File: config.mk
export PLATFORM = sky130hd
export DESIGN_NAME = rb_fifo_arbiter
export DESIGN_NICKNAME = d
export VERILOG_FILES = /design/src/rtl/rb_fifo_pkg.sv /design/src/rtl/rr_arbiter.sv /design/src/rtl/rb_fifo_arbiter.sv
export SDC_FILE = /design/constraint.sdc
export NUM_CORES = 1
export LEC_CHECK = 0
export CORE_ASPECT_RATIO = 1.5
export CORE_UTILIZATION = 39
export CTS_CLUSTER_DIAMETER = 200
export DETAILED_ROUTE_END_ITERATION = 8
export PLACE_DENSITY = 0.84
export SYNTH_ARGS = -nofsm -noshare
export SYNTH_HDL_FRONTEND = slang
export SYNTH_SLANG_ARGS = --single-unit
File: constraint.sdc
create_clock -name clock -period 3 [get_ports clock]
set_clock_uncertainty 0.1 [all_clocks]
set_input_delay 0.6 -clock clock [delete_from_list [all_inputs] [get_ports clock]]
set_output_delay 0.6 -clock clock [all_outputs]
set_load 0.1 [all_outputs]
File: src/rtl/rb_fifo_pkg.sv
// Shared defaults, count width and FSM state encoding for the round-robin
// FIFO push arbiter.
package rb_fifo_pkg;

  localparam int unsigned NREQ_DEF  = 3;
  localparam int unsigned MSBD_DEF  = 3;
  localparam int unsigned DEPTH_DEF = 16;
  localparam int unsigned CNT_W     = $clog2(DEPTH_DEF + 1);

  typedef enum logic [1:0] {
    RUN,
    DRAIN,
    DONE
  } state_t;

  // Width of an index into NREQ producers, never less than one bit.
  function automatic int unsigned idx_w(input int unsigned n);
    return (n > 1) ? $clog2(n) : 1;
  endfunction

endpackage

File: src/rtl/rr_arbiter.sv
// Round-robin pick: the first requester after lastIdx in ascending order,
// wrapping from NREQ-1 back to 0. Grant is all-zero when not enabled.
module rr_arbiter #(
  parameter int unsigned NREQ = 3,
  parameter int unsigned IW   = 2
) (
  input  logic [NREQ-1:0] req,
  input  logic [IW-1:0]   lastIdx,
  input  logic            enable,
  output logic [NREQ-1:0] grant,
  output logic [IW-1:0]   idx
);

  logic [IW-1:0] cand;
  logic          found;

  always_comb begin
    grant = '0;
    idx   = '0;
    found = 1'b0;
    cand  = '0;
    for (int unsigned off = 1; off <= NREQ; off++) begin
      cand = IW'((32'(lastIdx) + off) % NREQ);
      if (enable && !found && req[cand]) begin
        grant[cand] = 1'b1;
        idx         = cand;
        found       = 1'b1;
      end
    end
  end

endmodule

File: src/rtl/rb_fifo_arbiter.sv
// Shares one FIFO push port among NREQ producers with round-robin grant,
// pop priority, a drain FSM and a mirrored occupancy count checked against
// the partner FIFO's flags.
module rb_fifo_arbiter
  import rb_fifo_pkg::*;
#(
  parameter int unsigned NREQ  = NREQ_DEF,
  parameter int unsigned MSBD  = MSBD_DEF,
  parameter int unsigned DEPTH = DEPTH_DEF
) (
  input  logic                       clock,
  input  logic                       reset,
  input  logic [NREQ-1:0]            reqPush,
  input  logic [NREQ*(MSBD+1)-1:0]   reqData,
  output logic [NREQ-1:0]            grant,
  input  logic                       popReq,
  output logic                       popAck,
  input  logic                       drain,
  output logic                       drainDone,
  output logic                       fifoPush,
  output logic [MSBD:0]              fifoDataIn,
  output logic                       fifoPop,
  input  logic                       fifoFull,
  input  logic                       fifoEmpty,
  output logic [$clog2(DEPTH+1)-1:0] count,
  output logic                       syncErr
);

  localparam int unsigned W  = MSBD + 1;
  localparam int unsigned CW = $clog2(DEPTH + 1);
  localparam int unsigned IW = idx_w(NREQ);
  localparam logic [CW-1:0] FULL_CNT = CW'(DEPTH);

  state_t        state;
  logic [IW-1:0] last_idx;
  logic [IW-1:0] arb_idx;
  logic          pop_ok;
  logic          push_ok;

  // Pop wins over push; both are masked while reset is held.
  always_comb begin
    pop_ok  = !reset && popReq && (count != '0);
    push_ok = !reset && !pop_ok && (count < FULL_CNT) && (state == RUN) && (|reqPush);
  end

  rr_arbiter #(
    .NREQ (NREQ),
    .IW   (IW)
  ) u_rr_arbiter (
    .req     (reqPush),
    .lastIdx (last_idx),
    .enable  (push_ok),
    .grant   (grant),
    .idx     (arb_idx)
  );

  always_comb begin
    popAck     = pop_ok;
    fifoPop    = pop_ok;
    fifoPush   = push_ok;
    fifoDataIn = '0;
    if (push_ok)
      fifoDataIn = reqData[32'(arb_idx)*W +: W];
  end

  assign drainDone = (state == DONE);

  always_ff @(posedge clock) begin
    if (reset) begin
      count    <= '0;
      last_idx <= IW'(NREQ - 1);
      state    <= RUN;
      syncErr  <= 1'b0;
    end else begin
      if (push_ok) begin
        count    <= count + CW'(1);
        last_idx <= arb_idx;
      end else if (pop_ok) begin
        count    <= count - CW'(1);
      end

      if (((count == '0) != fifoEmpty) || ((count == FULL_CNT) != fifoFull))
        syncErr <= 1'b1;

      case (state)
        RUN:     if (drain) state <= DRAIN;
        DRAIN: begin
          if (count == '0)  state <= DONE;
          else if (!drain)  state <= RUN;
        end
        DONE:    if (!drain) state <= RUN;
        default: state <= RUN;
      endcase
    end
  end

endmodule

* After elaboration in Yosys (flattened, before gate mapping) *
Index checks and enable logic that the tools add are counted.

cells by class
  add/subtract/negate cells = 5
  div/mod/pow operators = 3
  order comparisons = 7
  equal/unequal tests = 6
  shift-type cells = 1
  multiplexer cells = 27
  bitwise logic cells = 2
  reductions and logical operators = 24

operators by type and width
  cell                                                               count
  remainder unit 32 x 2 -> 32 bit, second input constant             3
  logical AND 1 bit                                                  14
  2-to-1 mux 2 bit                                                   6
  indexed part select 12 x 5 -> 4 bit                                1
  2-to-1 mux 5 bit                                                   2
  less-than comparator 2 x 3 -> 1 bit, second input constant         3
  2-to-1 mux 3 bit                                                   3
  2-to-1 mux 1 bit                                                   8
  adder 2 x 2 -> 3 bit, second input constant                        2
  binary-select mux 1 bit (select 2 bit)                             3
  demux 1 bit (select 2 bit)                                         3
  greater-or-equal comparator 2 x 1 -> 1 bit, second input constant  3
  bitwise OR 3 bit                                                   2
  one-hot mux 2 bit (3 select lines)                                 1
  adder 5 x 1 -> 5 bit, second input constant                        1
  == test 5 bit, second input constant                               1
  zero test 5 bit                                                    1
  less-than comparator 5 bit, second input constant                  1
  nonzero test 5 bit                                                 1
  subtractor 5 x 1 -> 5 bit, second input constant                   1
  zero test 1 bit                                                    4
  2-to-1 mux 4 bit                                                   1
  adder 2 x 1 -> 3 bit, second input constant                        1
  OR reduction 3 bit                                                 1
  other kinds (7)                                                    8

word-level totals
  register bits after elaboration = 10
  bits of input ports = 21
  output and inout port bits = 17
  logic and storage cells = 79

* Logic depth before layout (Yosys ltp) *
Gate-level depths: netlist of the first run.

  depth in word-level cells = 20
  mapped depth = 10

* Modules after synthesis *
Synthesis of the first run repeated with hierarchy kept, for this count alone.

second synthesis, totals
  cells, all modules = 122
  area total of the unflattened synthesis = 982.2 um2

modules (own cells, without submodules)
  module           instances  cells an instance  area each (um2)  seq. area each (um2)
  rb_fifo_arbiter  1          85                 720.7            200.2
  rr_arbiter       1          37                 261.5            0.0

* Worst setup path before layout of the first run *
No wires, ideal clock.

  kind = reg2out
  from = register count[0]
  to = output fifoDataIn[0]
  arrival = 4.183 ns
  data required time = 2.300 ns
  path slack = -1.883 ns
  cell stages (with the launch flop) = 5
  buffers on the path = 1
  path through = dfxtp_1 -> or4_4 -> a311o_1 -> buf_2 -> a211oi_1

between the ends
  longest elaborated chain between the ends = 19
  elaborated cells on any way between the ends = 22

ends and longest elaborated chain
  item                                                                RTL line               RTL
  from (decl)                                                         rb_fifo_arbiter.sv:25  output logic [$clog2(DEPTH+1)-1:0] count,
  from (signal assigned)                                              rb_fifo_arbiter.sv:76  count <= count + CW'(1);
  from (signal assigned)                                              rb_fifo_arbiter.sv:79  count <= count - CW'(1);
  branches (longest 4 deep; another with less-than comparator 5 bit)  n/a
  logical AND 1 bit (*) (3 in series)                                 rb_fifo_arbiter.sv:43  push_ok = !reset && !pop_ok && (count < FULL_CNT) && (state == RUN) && (|reqPush);
  logical AND 1 bit                                                   rr_arbiter.sv:24       if (enable && !found && req[cand]) begin
  2-to-1 mux 1 bit                                                    rr_arbiter.sv:24
  zero test 1 bit                                                     rr_arbiter.sv:24
  logical AND 1 bit (2 in series)                                     rr_arbiter.sv:24
  2-to-1 mux 1 bit                                                    rr_arbiter.sv:24
  zero test 1 bit                                                     rr_arbiter.sv:24
  logical AND 1 bit (2 in series)                                     rr_arbiter.sv:24
  2-to-1 mux 2 bit                                                    rr_arbiter.sv:24
  indexed part select 12 x 5 -> 4 bit                                 rb_fifo_arbiter.sv:63  fifoDataIn = reqData[32'(arb_idx)*W +: W];
  2-to-1 mux 4 bit (*)                                                rb_fifo_arbiter.sv:62  if (push_ok)
  to (decl)                                                           rb_fifo_arbiter.sv:21  output logic [MSBD:0] fifoDataIn,

Every way passes the cells marked *.

* Final worst setup path of the first run *
  from = register count[1]
  to = output fifoDataIn[3]

The elaborated chain is that of the path after synthesis.

==> flow_metrics.py, run 1 <==
metrics = {
    "grt": {
        "grt_pass1_wl_mm": 5.168,
        "antenna_found_initial": 0,
        "first_global_vias": 1145,
        "overflow": 0,
        "grt_max_degree": 14,
        "grt_usage": 0.2421,
    },
    "hold_path": {
        "min_path_type": "reg2reg",
    },
    "floorplan": {
        "ioPinCount": 38,
        "fp.dieW_um": 43.16,
        "die_y_um": 63.74,
        "fp-row-count": 22,
        "dieArea_um2": 2750,
        "core_um2": 2422,
        "start_util": 0.4091,
    },
    "critical_path": {
        "cp_max_fo": 6,
        "endpoint_kind": "output pin",
        "required_ps": 2300,
        "crit_type": "reg2out",
        "cp-start-kind": "register",
        "cp.arrival_ps": 2240,
    },
    "timing": {
        "hold_violations": 0,
        "worst_pin_slew_ps": 488.8,
        "setup_viol": 0,
        "drv_slew": 0,
        "fmaxAchievable_mhz": 340.2,
        "finalCritPeriodShare": 0.9798,
        "fin_crit_ps": 2939,
        "relSlewSlack": 0.6742,
    },
    "logic_synthesis": {
        "yosys.area.top_type": "dfxtp_1",
        "yosysTopAreaCellShare": 0.2020,
        "ys_top_cells_by_count": "17 x nor2_1, 10 x dfxtp_1, 9 x mux2i_1",
        "ys_seq_area_frac": 0.2020,
        "yosysWarnings": 0,
        "synth_area_leaders": "dfxtp_1 20%, mux2i_1 9.1%, ha_1 8.8%, nor2_1 6.4%, a211oi_1 3.8%",
        "syn_area_per_cell_um2": 7.992,
        "syn-num-nets": 153,
        "ys_ff_latch": 10,
        "synthMostInstantiatedCell": "nor2_1",
        "syn_area_um2": 991.0,
        "postSynth.asyncResetShare": 0,
        "synth_edf_count": 0,
        "yosysUniqueCellTypes": 40,
        "synth_flop_cell": "dfxtp_1",
        "netlist_instances": 124,
    },
    "place": {
        "portBuffers": 37,
        "dp_hpwl_mm": 2.278,
        "gp_congestion": 0.8528,
        "placed_cell_area_um2": 1680,
    },
    "clock_network": {
        "clkSinkCount": 10,
        "clk_latency_ps": 290,
        "clkTransAtPathRegs_ps": 70,
        "cts_root_buf": "clkbuf_4",
        "h-tree-depth": 1,
        "hold_buffers": 0,
        "clock_path_buffers": 2,
        "cts_buffers": 3,
        "cts_tree": "built",
    },
    "power_and_ir_drop": {
        "leakage_nw": 0.7992,
        "p_per_area_nw_per_um2": 964.2,
        "ir_worst_vdd_mv": 0.8739,
    },
    "layout": {
        "fill_cells": 156,
        "drive_gt1_frac": 0.4278,
        "post-route-util": 0.7639,
        "finalNetCount": 210,
        "diodes": 0,
        "syn_to_final_growth_pct": 86.74,
        "design_area_um2": 1851,
    },
    "routing": {
        "drt-total-wl_mm": 3.145,
        "routed_via_density": 5.828,
        "wl_per_cell_um": 15.42,
        "drt_iter0_drc": 20,
        "firstDrtPassIters": 4,
        "ant_nets": 0,
        "num_vias": 1189,
        "drc": 0,
    },
    "outcome": {
        "status": "complete, no violations",
    },
    "flow_run": {
        "cap_violations": 0,
    },
}
## what timing repair did
item | 4_1_cts | 5_1_grt
setup buffers | 5 | 1
cloned | 1 | 0
resized for setup | 13 | 11
pin swaps | 7 | 5
endpoints found under the setup margin | 8 | 8
## report_power, final
group	internal (mW)	switching, mW
registers	0.194	0.0588
clock network	0.0518	0.0562
logic	0.570	0.854
total	0.815	0.969
## placed cells by master, fill, tap and decap left out, types with 3 or more instances in the layout
cell type / instances
nor2b_1: 4
clkbuf_4: 3
mux2i_1: 9
a21oi_1: 3
nor2_1: 13
xnor2_1: 3
dfxtp_1: 3
a32oi_1: 3
inv_1: 6
nand2_1: 6
a21o_1: 4
dfxtp_4: 5
a21oi_2: 3
a211oi_4: 4
clkdlybuf4s50_1: 16
buf_12: 13
buf_4: 25
ha_1: 5
nand2b_1: 3
## per-layer routing
layer,share of wire,GRT usage,vias up
li1,-,-,571
met1,0.38,0.2759,567
met2,0.56,0.4291,39
met3,0.033,0.01695,12
met4,0.032,0.1326,0
met5,0,0,-
## worst max-delay path: stages (launching register included)
cell and delay (ps):
dfxtp_4 370, or4_4 550, a311o_2 400, buf_12 170
a211oi_4 250, buf_12 210
## cell families after synthesis
kind of cell,after synthesis,share of synthesized area
flops,10,0.2020
mux,10,0.1023
fa+ha+maj,8,0.1086
compound gates,35,0.2664
simple gates,42,0.2273
xor+xnor,3,0.02652
buf+inv,16,0.06693
## area by class of cell
| type | count | area (um^2) | area share |
|---|---|---|---|
| Tap cell | 24 | 30.03 | 0.01623 |
| Timing Repair Buffer | 60 | 681.9 | 0.3685 |
| Sequential cell | 10 | 221.5 | 0.1197 |
| Inverter | 8 | 30.03 | 0.01623 |
| Clock buffer | 4 | 26.28 | 0.01420 |
| Multi-Input combinational cell | 98 | 860.8 | 0.4652 |
## stage by stage
| step | cells | hold slack [ps] | setup slack (ps) | setup TNS [ps] | power [mW] |
|---|---|---|---|---|---|
| 2_1_floorplan | 124 | 398.8 | -87.89 | -435.9 | 1.185 |
| 3_3_place_gp | 193 | 335.1 | -134.1 | -935.6 | 1.514 |
| 3_5_place_dp | 193 | 347.3 | -250.6 | -1290 | 1.549 |
| 4_1_cts | 203 | 357.5 | 2.719 | 0 | 1.731 |
| 5_1_grt | 204 | 391.7 | -28.34 | -84.72 | 1.870 |
| 6_report | 204 | 364.6 | 60.51 | 0 | 1.784 |
## flip-flops by register name, indices dropped and copies added (netlist names)
register,cells
last_idx,2
state,2
syncErr,1
count,5
## final timing paths
path         slack (ps)  cells after the start             to     start
min                 360                      2        syncErr   syncErr
max reg2reg         190                      8       count[4]  count[1]
min reg2reg         360                      2        syncErr   syncErr
max                  60                      5  fifoDataIn[3]  count[1]
(Power assumes the default switching activity.)
==> run 2, diff against run 1 <==
Settings changed: SLEW_MARGIN set to 20.
==> results of run 2 <==
The final DEF is identical to that of run 1; final timing and power are the same.
